## src/rtl/rr_sel_pkg.sv

```systemverilog
// Shared constants and helpers for the round-robin bus selector.
package rr_sel_pkg;

    localparam int MODE_RR    = 0;
    localparam int MODE_FIXED = 1;

    // Grant index width; a single channel still gets a 1-bit index.
    function automatic int sel_w(input int n);
        return (n > 1) ? $clog2(n) : 1;
    endfunction

endpackage

```

## src/rtl/rr_pick.sv

```systemverilog
// Combinational winner picker: first set request scanning upward from last+1 with wrap.
// Feeding last=N-1 turns it into a lowest-index-wins priority picker.
module rr_pick #(
    parameter int N    = 4,
    parameter int SELW = 2
) (
    input  logic [N-1:0]    req,
    input  logic [SELW-1:0] last,
    output logic [N-1:0]    gnt,
    output logic [SELW-1:0] idx
);

    always_comb begin
        int   c;
        logic found;
        gnt   = '0;
        idx   = '0;
        found = 1'b0;
        c     = 0;
        for (int k = 1; k <= N; k++) begin
            // last is always < N, so one subtraction is enough to wrap
            c = int'(last) + k;
            if (c >= N) c = c - N;
            if (!found && req[c]) begin
                found  = 1'b1;
                gnt[c] = 1'b1;
                idx    = SELW'(c);
            end
        end
    end

endmodule

```

## src/rtl/rr_bus_selector.sv

```systemverilog
// Registered N-channel bus selector: arbitrates req/data sources into a single
// valid/ready output register, one word per cycle.
module rr_bus_selector
    import rr_sel_pkg::*;
#(
    parameter int WIDTH = 32,
    parameter int N     = 4,
    parameter int MODE  = MODE_RR,
    parameter int SELW  = sel_w(N)
) (
    input  logic                 clock,
    input  logic                 reset,
    input  logic [N-1:0]         req,
    input  logic [N*WIDTH-1:0]   data_in,
    output logic [N-1:0]         ack,
    output logic                 valid_out,
    input  logic                 ready_out,
    output logic [WIDTH-1:0]     data_out,
    output logic [N-1:0]         grant,
    output logic [SELW-1:0]      grant_idx
);

    logic              valid_q, valid_d;
    logic [WIDTH-1:0]  data_q, data_d;
    logic [N-1:0]      grant_q, grant_d;
    logic [SELW-1:0]   idx_q, idx_d;
    logic [SELW-1:0]   last_q, last_d;

    logic [SELW-1:0]   pick_last;
    logic [N-1:0]      win_oh;
    logic [SELW-1:0]   win_idx;
    logic [WIDTH-1:0]  win_data;
    logic              load;

    assign pick_last = (MODE == MODE_FIXED) ? SELW'(N - 1) : last_q;

    rr_pick #(
        .N    (N),
        .SELW (SELW)
    ) u_pick (
        .req  (req),
        .last (pick_last),
        .gnt  (win_oh),
        .idx  (win_idx)
    );

    // One-hot AND-OR mux keeps the data path independent of the index encoding
    always_comb begin
        win_data = '0;
        for (int i = 0; i < N; i++) begin
            if (win_oh[i]) win_data = win_data | data_in[i*WIDTH +: WIDTH];
        end
    end

    assign load = (~valid_q | ready_out) & (|req) & ~reset;
    assign ack  = load ? win_oh : '0;

    always_comb begin
        valid_d = valid_q;
        data_d  = data_q;
        grant_d = grant_q;
        idx_d   = idx_q;
        last_d  = last_q;
        if (load) begin
            valid_d = 1'b1;
            data_d  = win_data;
            grant_d = win_oh;
            idx_d   = win_idx;
            last_d  = win_idx;
        end else if (valid_q && ready_out) begin
            valid_d = 1'b0;
        end
    end

    always_ff @(posedge clock or posedge reset) begin
        if (reset) begin
            valid_q <= 1'b0;
            data_q  <= '0;
            grant_q <= '0;
            idx_q   <= '0;
            last_q  <= SELW'(N - 1);
        end else begin
            valid_q <= valid_d;
            data_q  <= data_d;
            grant_q <= grant_d;
            idx_q   <= idx_d;
            last_q  <= last_d;
        end
    end

    assign valid_out = valid_q;
    assign data_out  = data_q;
    assign grant     = grant_q;
    assign grant_idx = idx_q;

endmodule

```

## config.mk

```make
export PLATFORM = sky130hd
export DESIGN_NAME = rr_bus_selector
export DESIGN_NICKNAME = d
export VERILOG_FILES = /design/src/rtl/rr_sel_pkg.sv /design/src/rtl/rr_pick.sv /design/src/rtl/rr_bus_selector.sv
export SDC_FILE = /design/constraint.sdc
export NUM_CORES = 1
export LEC_CHECK = 0
export ABC_AREA = 1
export BUFFER_PORTS_ARGS = -buffer_cell sky130_fd_sc_hd__buf_2
export CORE_MARGIN = 1.5
export CORE_UTILIZATION = 40
export CTS_BUF_LIST = sky130_fd_sc_hd__clkbuf_16
export DETAILED_ROUTE_END_ITERATION = 12
export MAX_ROUTING_LAYER = met4
export PLACE_DENSITY = 0.77
export SLEW_MARGIN = 10
export SYNTH_ARGS = -nofsm -noshare
export SYNTH_HDL_FRONTEND = slang
export SYNTH_SLANG_ARGS = --single-unit
```

## constraint.sdc

```tcl
create_clock -name clock -period 2.1 [get_ports clock]
set_input_delay 0.21 -clock clock [delete_from_list [all_inputs] [get_ports clock]]
set_output_delay 0.21 -clock clock [all_outputs]
set_load 0.05 [all_outputs]
```

; ---- Word-level counts from Yosys, hierarchy flattened
; Index checks and enable logic that the tools add are counted.
[word_totals]
word_cells = 91
input_bits = 135
register_bits = 41
[op_classes]
n_reduce_logical = 13
bitwise = 11
n_mux = 42
n_lt_le_gt_ge = 12
addsub = 8
[ops]
columns = op, n
row1 = 32-bit two-way mux, 8
row2 = 32-bit by 1-bit >= comparator with 1-bit output (second input constant), 4
row3 = 32-bit by 4-bit >= comparator with 1-bit output (second input constant), 4
row4 = 32-bit by 4-bit < comparator with 1-bit output (second input constant), 4
row5 = 32-bit by 4-bit subtractor with 32-bit output (second input constant), 4
row6 = 32-bit OR, 3
row7 = 4-bit two-way mux, 5
row8 = 1-bit two-way mux, 17
row9 = 4-bit OR, 3
row10 = 1-bit binary-select mux with 2-bit select, 4
row11 = 1-bit demux with 2-bit select, 4
row12 = 1-bit logical AND, 8
row13 = 2-bit two-way mux, 4
row14 = 2-bit by 2-bit adder with 3-bit output (second input constant), 2
row15 = 2-bit by 3-bit adder with 4-bit output (second input constant), 1
row16 = 4-bit OR reduction, 1
row17 = 2-bit by 1-bit adder with 3-bit output (second input constant), 1
row18 = 1-bit logical NOT, 3
row19 = 1-bit bitwise AND, 2
row20 = 1-bit NOT, 2
row21 = 2-bit nonzero test, 1
row22 = 1-bit OR, 1

; ---- Longest topological paths before layout
; Gate-level depths: netlist of the first run.
[depth]
word_depth = 23
depth_mapped = 14
mapped_depth_nobuf = 13

; ---- Cells and area by module
; Synthesis of the first run repeated with hierarchy kept, for this count alone.
[hier_totals]
cells_unflattened = 447
hier_area_um2 = 3072.9
[modules_own_cells]
columns = mod, area_per_inst_um2, seq_area_each_um2, instances, cells_each
row1 = rr_bus_selector, 2529.9, 1028.5, 1, 363
row2 = rr_pick, 543.0, 0.0, 1, 84

; ---- Worst setup path after synthesis of the first run
; No wires, ideal clock.
[synth_timing]
kind = register to output
startpoint = register last_q[0]
endpoint = output ack[0]
stages_incl_launch_ff = 13
arrival_time_ns = 2.297
n_path_buf = 1
slack_ns = -0.407
path_cell_list = dfstp_2 > inv_2 > ha_1 > inv_1 > nand3_2 > nand3_2 > nor2_4 > nand3_2 > nand2_2 > nor2_8 > buf_2 > nand2_1 > inv_1
[synth_between]
elab_chain_len = 17
elab_cells_between_ends = 65
classes_between = 8 x add/sub / 12 x order compare / 32 x mux / 3 x bitwise / 10 x reduce/logical
[synth_lines]
columns = element, line_no
row1 = start: declaration, rr_bus_selector.sv:27  ; logic [SELW-1:0] last_q, last_d;
row2 = start signal: assignment, rr_bus_selector.sv:81  ; last_q <= SELW'(N - 1);
row3 = start signal: assignment, rr_bus_selector.sv:87  ; last_q <= last_d;
row4 = branches (longest 15 deep; another with 32-bit by 4-bit subtractor with 32-bit output), n/a
row5 = 4-bit two-way mux *, rr_pick.sv:24  ; if (!found && req[c]) begin
row6 = 4-bit two-way mux *, rr_bus_selector.sv:56  ; assign ack = load ? win_oh : '0;
row7 = end: declaration, rr_bus_selector.sv:15  ; output logic [N-1:0] ack,
; Mark *: on every way between the ends. The select of a mux whose other input is x is not followed.

; ---- Final worst setup path of the first run
[layout_timing]
startpoint = register last_q[0]
endpoint = output ack[3]
; The elaborated chain is that of the path after synthesis.

==> impl_metrics.py, run 1 <==
metrics = {
    "status": {
        "status": "finished, violations left",
        "violations": "negative setup slack",
    },
    "timing": {
        "fin_crit_ns": 2.39,
        "slew_headroom_pct": 64.3,
        "slew_viol_final": 0,
        "rsz0062_at_grt": "true",
        "setup-tns-final_ns": -6.94,
        "worst_pin_slew_ns": 0.535,
        "fin_crit_sh_pct": 114,
        "setup_ws_ns": -0.290,
        "clock_skew_ns": 0.00495,
        "hold_violations": 0,
        "setup_viol": 39,
        "whs_ns": 0.0893,
        "fmax_ghz": 0.418,
    },
    "setup_path": {
        "crit_path_top_delay_cell": "dfstp_2",
        "end_kind": "output pin",
        "cp_max_fo": 6,
        "crit_type": "reg -> out",
        "slowest_delay_ns": 0.56,
        "crit_chain": "inv_4, ha_4, inv_4, nand3_4, nand2_4, nor2_4, nand4_1, nand3_4, nand2_4, clkinvlp_4, buf_8",
        "required_ns": 1.89,
        "start_kind": "flip-flop",
        "arrival_ns": 2.18,
    },
    "synth": {
        "synth_area_leaders": "dfrtp_1 32%, nand2_1 25%, nor2_1 8.0%",
        "ys_top_cells_by_count": "202 x nand2_1, 66 x nor2_1, 39 x dfrtp_1",
        "yosysWarnings": 0,
        "synth_seq_cells": 41,
        "yosysMostFrequentCell": "nand2_1",
        "synth_edf_count": 0,
        "netlist_area_um2": 3090,
        "ys_dominant_reg_cell": "dfrtp_1",
        "synth_top_area_share_pct": 31.6,
        "synth_largest_area_cell": "dfrtp_1",
        "ys_types": 28,
        "yosysSeqAreaShare_pct": 33.3,
        "syn_nets": 623,
        "async_flop_share_pct": 100,
        "synth_area_per_cell_um2": 6.40,
        "synth_cells": 482,
    },
    "layout": {
        "nFillCells": 675,
        "fin_util_pct": 63.3,
        "fin_nets": 827,
        "layout.cells.non_filler": 786,
        "diodes": 0,
        "drive_above_1_share_pct": 38.9,
        "area_growth_pct": 51.0,
    },
    "clock_tree": {
        "cts_root_buf": "clkbuf_16",
        "cts_tree": "yes",
        "clock_sinks": 41,
        "clk_latency_ns": 0.28,
        "clockBufferDepth": 2,
        "path_clk_slew_ns": 0.06,
        "htreeDepth": 2,
        "cts_made_buffers": 5,
    },
    "route": {
        "routed_wl_um": 9630,
        "dr_total_vias": 3664,
        "drt_first_pass_iters": 4,
        "post_drt_wl_per_cell_um": 12.2,
        "drcViolationCount": 0,
        "drt_iter0_drc": 111,
        "vias_per_cell": 4.66,
        "antenna_left": 0,
    },
    "min_path": {
        "min_path_type": "in -> async",
    },
    "grt": {
        "grt_start_max_net_pins": 42,
        "track_usage_pct": 24.0,
        "grt_pass1_wl_um": 15600,
        "grt_pass1_vias": 3527,
        "grt_antenna_before_repair": 0,
        "grt_overflow": 0,
    },
    "floorplanning": {
        "io_pins": 178,
        "die_h_um": 90.8,
        "core_um2": 7370,
        "chipWidth_um": 90.8,
        "rows": 31,
        "die_area_um2": 8250,
        "initial_utilization_pct": 41.9,
    },
    "power": {
        "vdd_drop_max_mv": 0.830,
        "sequentialPowerShare_pct": 14.5,
        "power_switching_uw": 5250,
        "p_int_uw": 4390,
        "share_comb_of_total_power_pct": 76.7,
        "pwr-share-clk_pct": 8.9,
        "p_leak_uw": 0.00262,
        "power_density_nw_per_um2": 2070,
        "p_sw_share_pct": 54.4,
    },
    "place": {
        "dp_slack_ns": -0.215,
        "gp_congestion": 0.853,
        "dp.cells": 766,
        "io_buffer_count": 177,
        "dp_hpwl_um": 7240,
    },
    "run": {
        "cap_violations": 0,
    },
}
==> kinds of logic after synthesis <==
logic type,share of synthesized area (%)
AO/OA/AOI/OAI,2.35
adder cells (fa/ha/maj),2.43
buffers and inverters,11.2
flip-flops,33.3
AND/OR/NAND/NOR,50.7
==> registers in the layout, indices dropped and copies added, names as in the netlist <==
name,cells
data_out,32
grant_idx,2
grant,4
valid_out,1
last_q,2
==> area by class of cell <==
| cell class | instances | area, µm² | share of cell area [%] |
|---|---|---|---|
| multi-input combinational | 375 | 1840 | 39.4 |
| timing repair buffer | 216 | 1310 | 28.1 |
| sequential | 41 | 1030 | 22.1 |
| inverter | 47 | 196 | 4.21 |
| clock buffer | 5 | 125 | 2.68 |
| tap | 99 | 124 | 2.66 |
| clock inverter | 3 | 38.8 | 0.832 |
==> worst paths after layout <==
check	endpoint	cells after the start	from	slack, ns
hold reg to reg	grant[3]	2	grant[3]	0.47
max in group asynchronous	last_q[0]	3	reset	1.62
min in group clock	valid_out	2	ready_out	0.15
hold / removal	data_out[26]	3	reset	0.09
setup / recovery	ack[3]	11	last_q[0]	-0.29
setup reg to reg	data_out[18]	15	last_q[0]	-0.22
==> stage by stage <==
stage | cell area (µm²) | power (µW)
detailed placement | 4260 | 8110
global placement | 4260 | 8020
floorplan | 3200 | 6590
CTS | 4650 | 9590
global route | 4660 | 10400
finish | 4660 | 9640
==> critical path, delay by kind of cell, from the launching register on <==
| family | cells | cell delay [ns] |
|---|---|---|
| fa+ha+maj | 1 | 0.29 |
| buf+inv | 4 | 0.33 |
| flops | 1 | 0.56 |
| simple gates | 6 | 0.72 |
==> repair_timing <==
| item | 4_1_cts | 5_1_grt |
|---|---|---|
| hold buffers | 0 | 0 |
| setup endpoints to repair | 40 | 44 |
| buffers inserted | 11 | 0 |
| cloned | 1 | 0 |
| pin swaps | 15 | 2 |
| gates resized for setup | 34 | 3 |
==> power groups by stage <==
stage,Clock [µW],Combinational [µW],Sequential [µW]
global placement,0,6630,1390
global route,905,8080,1440
CTS,869,7330,1400
finish,855,7390,1400
floorplan,0,3890,2700
detailed placement,0,6700,1410
==> layer usage <==
metal | track usage [%] | vias up | wire length, µm
li1 | - | 1867 | -
met1 | 26.0 | 1658 | 3900
met2 | 44.4 | 121 | 5050
met3 | 3.37 | 18 | 471
met4 | 8.59 | 0 | 206
met5 | - | - | 0
==> cell usage in the layout, fill, tap and decap left out, types with 2 or more instances in the layout <==
cell type and instances:
nand2_1 194, buf_2 173, nor2_1 65, dfrtp_1 39, nand3_1 36, inv_1 32, or2_1 29, buf_4 27
buf_6 8, clkinv_1 7, nand2_4 6, nand2_2 5, ha_1 5, clkbuf_16 5, nand3_4 4, nand3_2 4
clkinvlp_4 4, buf_12 4, inv_2 3, nor2_4 3, nand4_1 3, o21ai_0 3, or2_2 3, buf_8 3
inv_4 2, a21boi_0 2, a21oi_2 2, nor3_1 2, dfstp_2 2
(Power assumes the default switching activity.)
==> run 2: changes to the inputs <==
--- a/config.mk
+++ b/config.mk
@@ -12,8 +12,9 @@
 export CTS_BUF_LIST = sky130_fd_sc_hd__clkbuf_16
 export DETAILED_ROUTE_END_ITERATION = 12
 export MAX_ROUTING_LAYER = met4
-export PLACE_DENSITY = 0.77
+export PLACE_DENSITY = 0.82
 export SLEW_MARGIN = 10
 export SYNTH_ARGS = -nofsm -noshare
 export SYNTH_HDL_FRONTEND = slang
+export SYNTH_HIERARCHICAL = 1
 export SYNTH_SLANG_ARGS = --single-unit
==> impl_metrics.py, run 2 <==
metrics = {
    "status": {
        "status": "finished, violations left",
        "violations": "negative setup slack",
    },
    "synth": {
        "synth_area_per_cell_um2": 6.87,
        "syn_nets": 590,
        "ys_top_cells_by_count": "237 x nand2_1, 39 x dfrtp_1, 32 x nand4_1",
        "synth_seq_cells": 41,
        "yosysSeqAreaShare_pct": 33.5,
        "netlist_area_um2": 3070,
        "yosysMostFrequentCell": "nand2_1",
        "yosysWarnings": 6,
        "async_flop_share_pct": 100,
        "synth_area_leaders": "dfrtp_1 32%, nand2_1 29%, nand4_1 6.5%",
        "synth_top_area_share_pct": 31.8,
        "synth_cells": 447,
        "synth_largest_area_cell": "dfrtp_1",
        "ys_dominant_reg_cell": "dfrtp_1",
        "ys_types": 25,
        "synth_edf_count": 0,
    },
    "clock_tree": {
        "clockBufferDepth": 2,
        "clk_latency_ns": 0.28,
        "cts_root_buf": "clkbuf_16",
        "cts_tree": "yes",
        "ctsHoldBuffers": 0,
        "htreeDepth": 2,
        "cts_made_buffers": 5,
        "clock_sinks": 41,
        "path_clk_slew_ns": 0.06,
    },
    "route": {
        "drt_iter0_drc": 132,
        "dr_total_vias": 3670,
        "drcViolationCount": 0,
        "vias_per_cell": 4.95,
        "drt_first_pass_iters": 4,
        "post_drt_wl_per_cell_um": 14.3,
        "routed_wl_um": 10600,
        "antenna_left": 0,
    },
    "place": {
        "gp_congestion": 0.851,
        "io_buffer_count": 177,
        "dp_hpwl_um": 7440,
    },
    "layout": {
        "diodes": 0,
        "area_growth_pct": 52.4,
        "fin_util_pct": 63.9,
        "mostFrequentLayoutCell": "nand2_1",
        "drive_above_1_share_pct": 47.1,
        "fin_nets": 785,
        "multi_input_area_um2": 1930,
        "register_area_um2": 1030,
        "largest_register_ffs": 32,
        "layout_common_cells": "224 x nand2_1, 173 x buf_2, 39 x dfrtp_1, 35 x nand2_2, 32 x nand4_1",
        "nFillCells": 650,
    },
    "floorplanning": {
        "die_h_um": 90.7,
        "die_area_um2": 8220,
        "initial_utilization_pct": 41.9,
        "rows": 31,
        "io_pins": 178,
        "chipWidth_um": 90.7,
        "core_um2": 7330,
    },
    "grt": {
        "grt_start_max_net_pins": 42,
        "grt_overflow": 0,
        "grt_antenna_before_repair": 0,
        "track_usage_pct": 25.4,
        "grt_pass1_wl_um": 16400,
        "grt_pass1_vias": 3527,
    },
    "timing": {
        "setup-tns-final_ns": -5.82,
        "setup_viol": 36,
        "worst_pin_slew_ns": 0.533,
        "setup_ws_ns": -0.302,
        "fin_crit_ns": 2.40,
        "slew_headroom_pct": 64.5,
        "clock_skew_ns": 0.00448,
        "fmax_ghz": 0.416,
        "fin_crit_sh_pct": 114,
        "slew_viol_final": 0,
        "rsz0062_at_grt": "true",
        "hold_violations": 0,
    },
    "setup_path": {
        "critPathTopFamily": "simple AND/OR/NAND/NOR gates",
        "crit_chain": "buf_4, buf_4, nand2_1, nand3_2, nand2_2, nor2_4, nand3_1, nand3_2, nand3_4, clkinvlp_4, buf_8",
        "path_buf_inv": 4,
        "start_kind": "flip-flop",
        "arrival_ns": 2.19,
        "crit_path_top_delay_cell": "dfstp_2",
        "cp_max_fo": 8,
        "crit_type": "reg -> out",
        "required_ns": 1.89,
        "end_kind": "output pin",
        "slowest_delay_ns": 0.59,
    },
    "power": {
        "power_uw": 9840,
        "power_density_nw_per_um2": 2100,
        "p_leak_uw": 0.00257,
        "vdd_drop_max_mv": 1.35,
    },
    "run": {
        "cap_violations": 0,
    },
    "min_path": {
        "min_path_type": "in -> async",
    },
}
==> run 2: layout make-up <==
cell class / instances / share of cell area [%]
clock buffer: 5 / 2.67
inverter: 21 / 2.22
timing repair buffer: 212 / 28.9
sequential: 41 / 22.0
multi-input combinational: 361 / 41.2
clock inverter: 3 / 0.374
tap: 99 / 2.64
==> run 2: final timing paths <==
path                              startpoint           end  slack [ns]  cells past startpoint
worst min-delay path                   reset      grant[3]        0.10                      3
worst max-delay path               last_q[0]        ack[3]       -0.30                     11
worst min register to register  data_out[13]  data_out[13]        0.48                      2
max in group asynchronous              reset     last_q[1]        1.61                      3
worst max register to register     last_q[0]  data_out[17]       -0.18                     15
min in group clock                 ready_out     valid_out        0.21                      4
==> run 2: worst min-delay path, delay by kind of cell <==
family                 cells  cell delay (ns)
buffers and inverters      3             0.63
==> run 2: cell families (layout without fill, tap and decap cells) <==
family,Yosys count,after routing,share of synthesized area [%]
AO/OA/AOI/OAI,10,10,1.95
adder cells (fa/ha/maj),8,8,3.26
AND/OR/NAND/NOR,343,343,52.2
buffers and inverters,45,241,9.16
flip-flops,41,41,33.5
==> run 2: metal layers <==
layer	track usage, %	vias up	share of wire [%]
met5	-	-	0
met4	7.14	0	1.4
met3	4.21	17	6.9
met2	44.6	142	51
met1	29.8	1704	41
li1	-	1807	-
==> run 2: per-stage QoR <==
stage	setup WS [ns]	cells	hold slack [ns]	instance area, µm²
final	-0.302	742	0.100	4680
after detailed placement	-0.120	721	0.431	4160
after CTS	-0.264	735	0.132	4440
after floorplan	-0.211	447	0.401	3190
after global placement	-0.0704	721	0.426	4160
after global routing	-0.389	742	0.160	4680
==> run 2: where the power goes <==
| group | switching, µW | internal, µW |
|---|---|---|
| combinational | 4720 | 3000 |
| clock | 304 | 435 |
| sequential | 224 | 1160 |
==> run 2: timing repair <==
| item | CTS | global route |
|---|---|---|
| gates cloned | 0 | 5 |
| setup buffers | 6 | 2 |
| resized for setup | 27 | 29 |
| pin swaps | 6 | 25 |
| setup endpoints to repair | 36 | 38 |
==> run 3: changes to the inputs <==
--- a/config.mk
+++ b/config.mk
@@ -13,6 +13,7 @@
 export DETAILED_ROUTE_END_ITERATION = 12
 export MAX_ROUTING_LAYER = met4
 export PLACE_DENSITY = 0.82
+export SETUP_SLACK_MARGIN = 0.1
 export SLEW_MARGIN = 10
 export SYNTH_ARGS = -nofsm -noshare
 export SYNTH_HDL_FRONTEND = slang
==> impl_metrics.py, run 3 (synthesis results as in run 2) <==
metrics = {
    "status": {
        "status": "finished, violations left",
        "violations": "negative setup slack",
    },
    "floorplanning": {
        "die_h_um": 90.7,
        "chipWidth_um": 90.7,
        "core_um2": 7330,
        "io_pins": 178,
        "initial_utilization_pct": 41.9,
        "rows": 31,
        "die_area_um2": 8220,
    },
    "layout": {
        "fin_nets": 787,
        "mostFrequentLayoutCell": "nand2_1",
        "largest_register_ffs": 32,
        "area_growth_pct": 54.6,
        "drive_above_1_share_pct": 48.7,
        "layout_common_cells": "215 x nand2_1, 173 x buf_2, 46 x nand2_2, 39 x dfrtp_1, 32 x nand4_1",
    },
    "timing": {
        "fmax_ghz": 0.421,
        "slew_viol_final": 0,
        "hold_violations": 0,
        "fin_crit_sh_pct": 113,
        "worst_pin_slew_ns": 0.504,
        "setup_viol": 36,
        "clock_skew_ns": 0.00522,
        "setup_ws_ns": -0.275,
        "rsz0062_at_grt": "true",
        "slew_headroom_pct": 66.4,
        "fin_crit_ns": 2.37,
    },
    "setup_path": {
        "cp_common_cell": "nand2_4",
        "slowest_delay_ns": 0.59,
        "start_kind": "flip-flop",
        "path_buf_inv": 4,
        "end_kind": "output pin",
        "critPathTopFamily": "flip-flops",
        "reg2reg_setup_slack_ns": -0.18,
        "cp_max_fo": 6,
        "r2r_cells": 14,
        "reg2reg_to": "data_out[20]",
        "crit_chain": "inv_8, ha_4, inv_4, nand2_4, nand2_4, nor2_4, a21oi_2, nand3_2, nand3_4, clkinvlp_4, buf_8",
        "critPathCapture": "ack[1]",
        "crit_path_top_delay_cell": "dfstp_2",
        "startpoint": "last_q[0]",
        "required_ns": 1.89,
        "crit_type": "reg -> out",
        "arrival_ns": 2.16,
        "r2r-start": "last_q[0]",
        "path_depth": 11,
    },
    "place": {
        "dp_slack_ns": -0.131,
        "dp_hpwl_um": 7300,
        "io_buffer_count": 177,
        "gp_congestion": 0.852,
    },
    "route": {
        "vias_per_cell": 4.94,
        "post_drt_wl_per_cell_um": 14.0,
        "antenna_left": 0,
        "dr_total_vias": 3684,
        "drt_iter0_drc": 188,
        "drcViolationCount": 0,
        "drt_first_pass_iters": 4,
        "routed_wl_um": 10400,
    },
    "grt": {
        "grt_pass1_wl_um": 16000,
        "grt_pass1_vias": 3443,
        "grt_overflow": 0,
        "grt_antenna_before_repair": 1,
        "grt_start_max_net_pins": 42,
        "track_usage_pct": 24.3,
    },
    "power": {
        "vdd_drop_max_mv": 1.38,
        "power_density_nw_per_um2": 2130,
        "p_leak_uw": 0.00258,
        "power_uw": 10100,
    },
    "clock_tree": {
        "cts_made_buffers": 5,
        "cts_tree": "yes",
        "clockBufferDepth": 2,
        "path_clk_slew_ns": 0.06,
        "clock_sinks": 41,
        "htreeDepth": 2,
        "cts_root_buf": "clkbuf_16",
        "clk_latency_ns": 0.28,
        "ctsHoldBuffers": 0,
    },
    "run": {
        "cap_violations": 0,
    },
    "min_path": {
        "min_path_type": "in -> async",
    },
}
## run 3: metrics by stage
step	cells	area [µm²]	utilization (%)	hold WS [ns]	setup TNS (ns)
2_1_floorplan	447	3190	-	0.401	-2.33
3_3_place_gp	723	4160	56.7	0.420	-1.46
3_5_place_dp	723	4160	56.7	0.428	-3.54
4_1_cts	735	4440	60.6	0.128	-4.50
5_1_grt	745	4750	64.8	0.169	-9.49
6_report	745	4750	64.8	0.106	-5.36
## run 3: power by group
| part | internal, µW | leakage (µW) | switching [µW] |
|---|---|---|---|
| Combinational | 3250 | 0.00200 | 4770 |
| Clock | 435 | 0.0000696 | 289 |
| Sequential | 1160 | 0.000516 | 223 |
| Total | 4840 | 0.00258 | 5280 |
## run 3: worst min path at each step
stage / from / to / slack [ns] / cells past startpoint
after floorplan: ready_out / valid_out / 0.40 / 3
after global placement: reset / data_out[2] / 0.42 / 3
after detailed placement: reset / grant[0] / 0.43 / 3
after CTS: reset / valid_out / 0.13 / 3
after global routing: reset / valid_out / 0.17 / 3
final: reset / valid_out / 0.11 / 3
## run 3: final cells by class
class / count / area, µm²
flip-flops and latches: 41 / 1030
well taps: 99 / 124
repair buffers: 214 / 1410
clock buffers: 5 / 125
diodes: 1 / 2.50
inverters: 21 / 104
fillers: 618 / 2580
multi-input cells: 361 / 1940
clock inverters: 3 / 17.5
## run 3: timing repair
action	in CTS	in global routing
buffers inserted	4	3
pin swaps	7	33
endpoints found under the setup margin	36	40
cloned	0	6
gates resized for setup	30	40
## run 3: worst register-to-register path, cell delays in order, from the launching register on
cell	delay, ns
dfstp_2	0.59
inv_8	0.04
ha_4	0.26
inv_4	0.07
nand2_4	0.07
nand2_4	0.11
nor2_4	0.06
a21oi_2	0.17
nand3_2	0.14
buf_6	0.19
clkbuf_16	0.17
nand2_1	0.07
nand4_1	0.09
nand2_1	0.08
nand2_1	0.05
## run 3: metal layers
layer / GRT usage (%) / vias up / wire, µm / share of wire (%)
met3: 4.21 / 13 / 649 / 6.2
met5: - / - / 0 / 0
met1: 29.6 / 1718 / 4400 / 42
li1: - / 1809 / - / -
met2: 42.5 / 144 / 5220 / 50
met4: 4.37 / 0 / 131 / 1.3
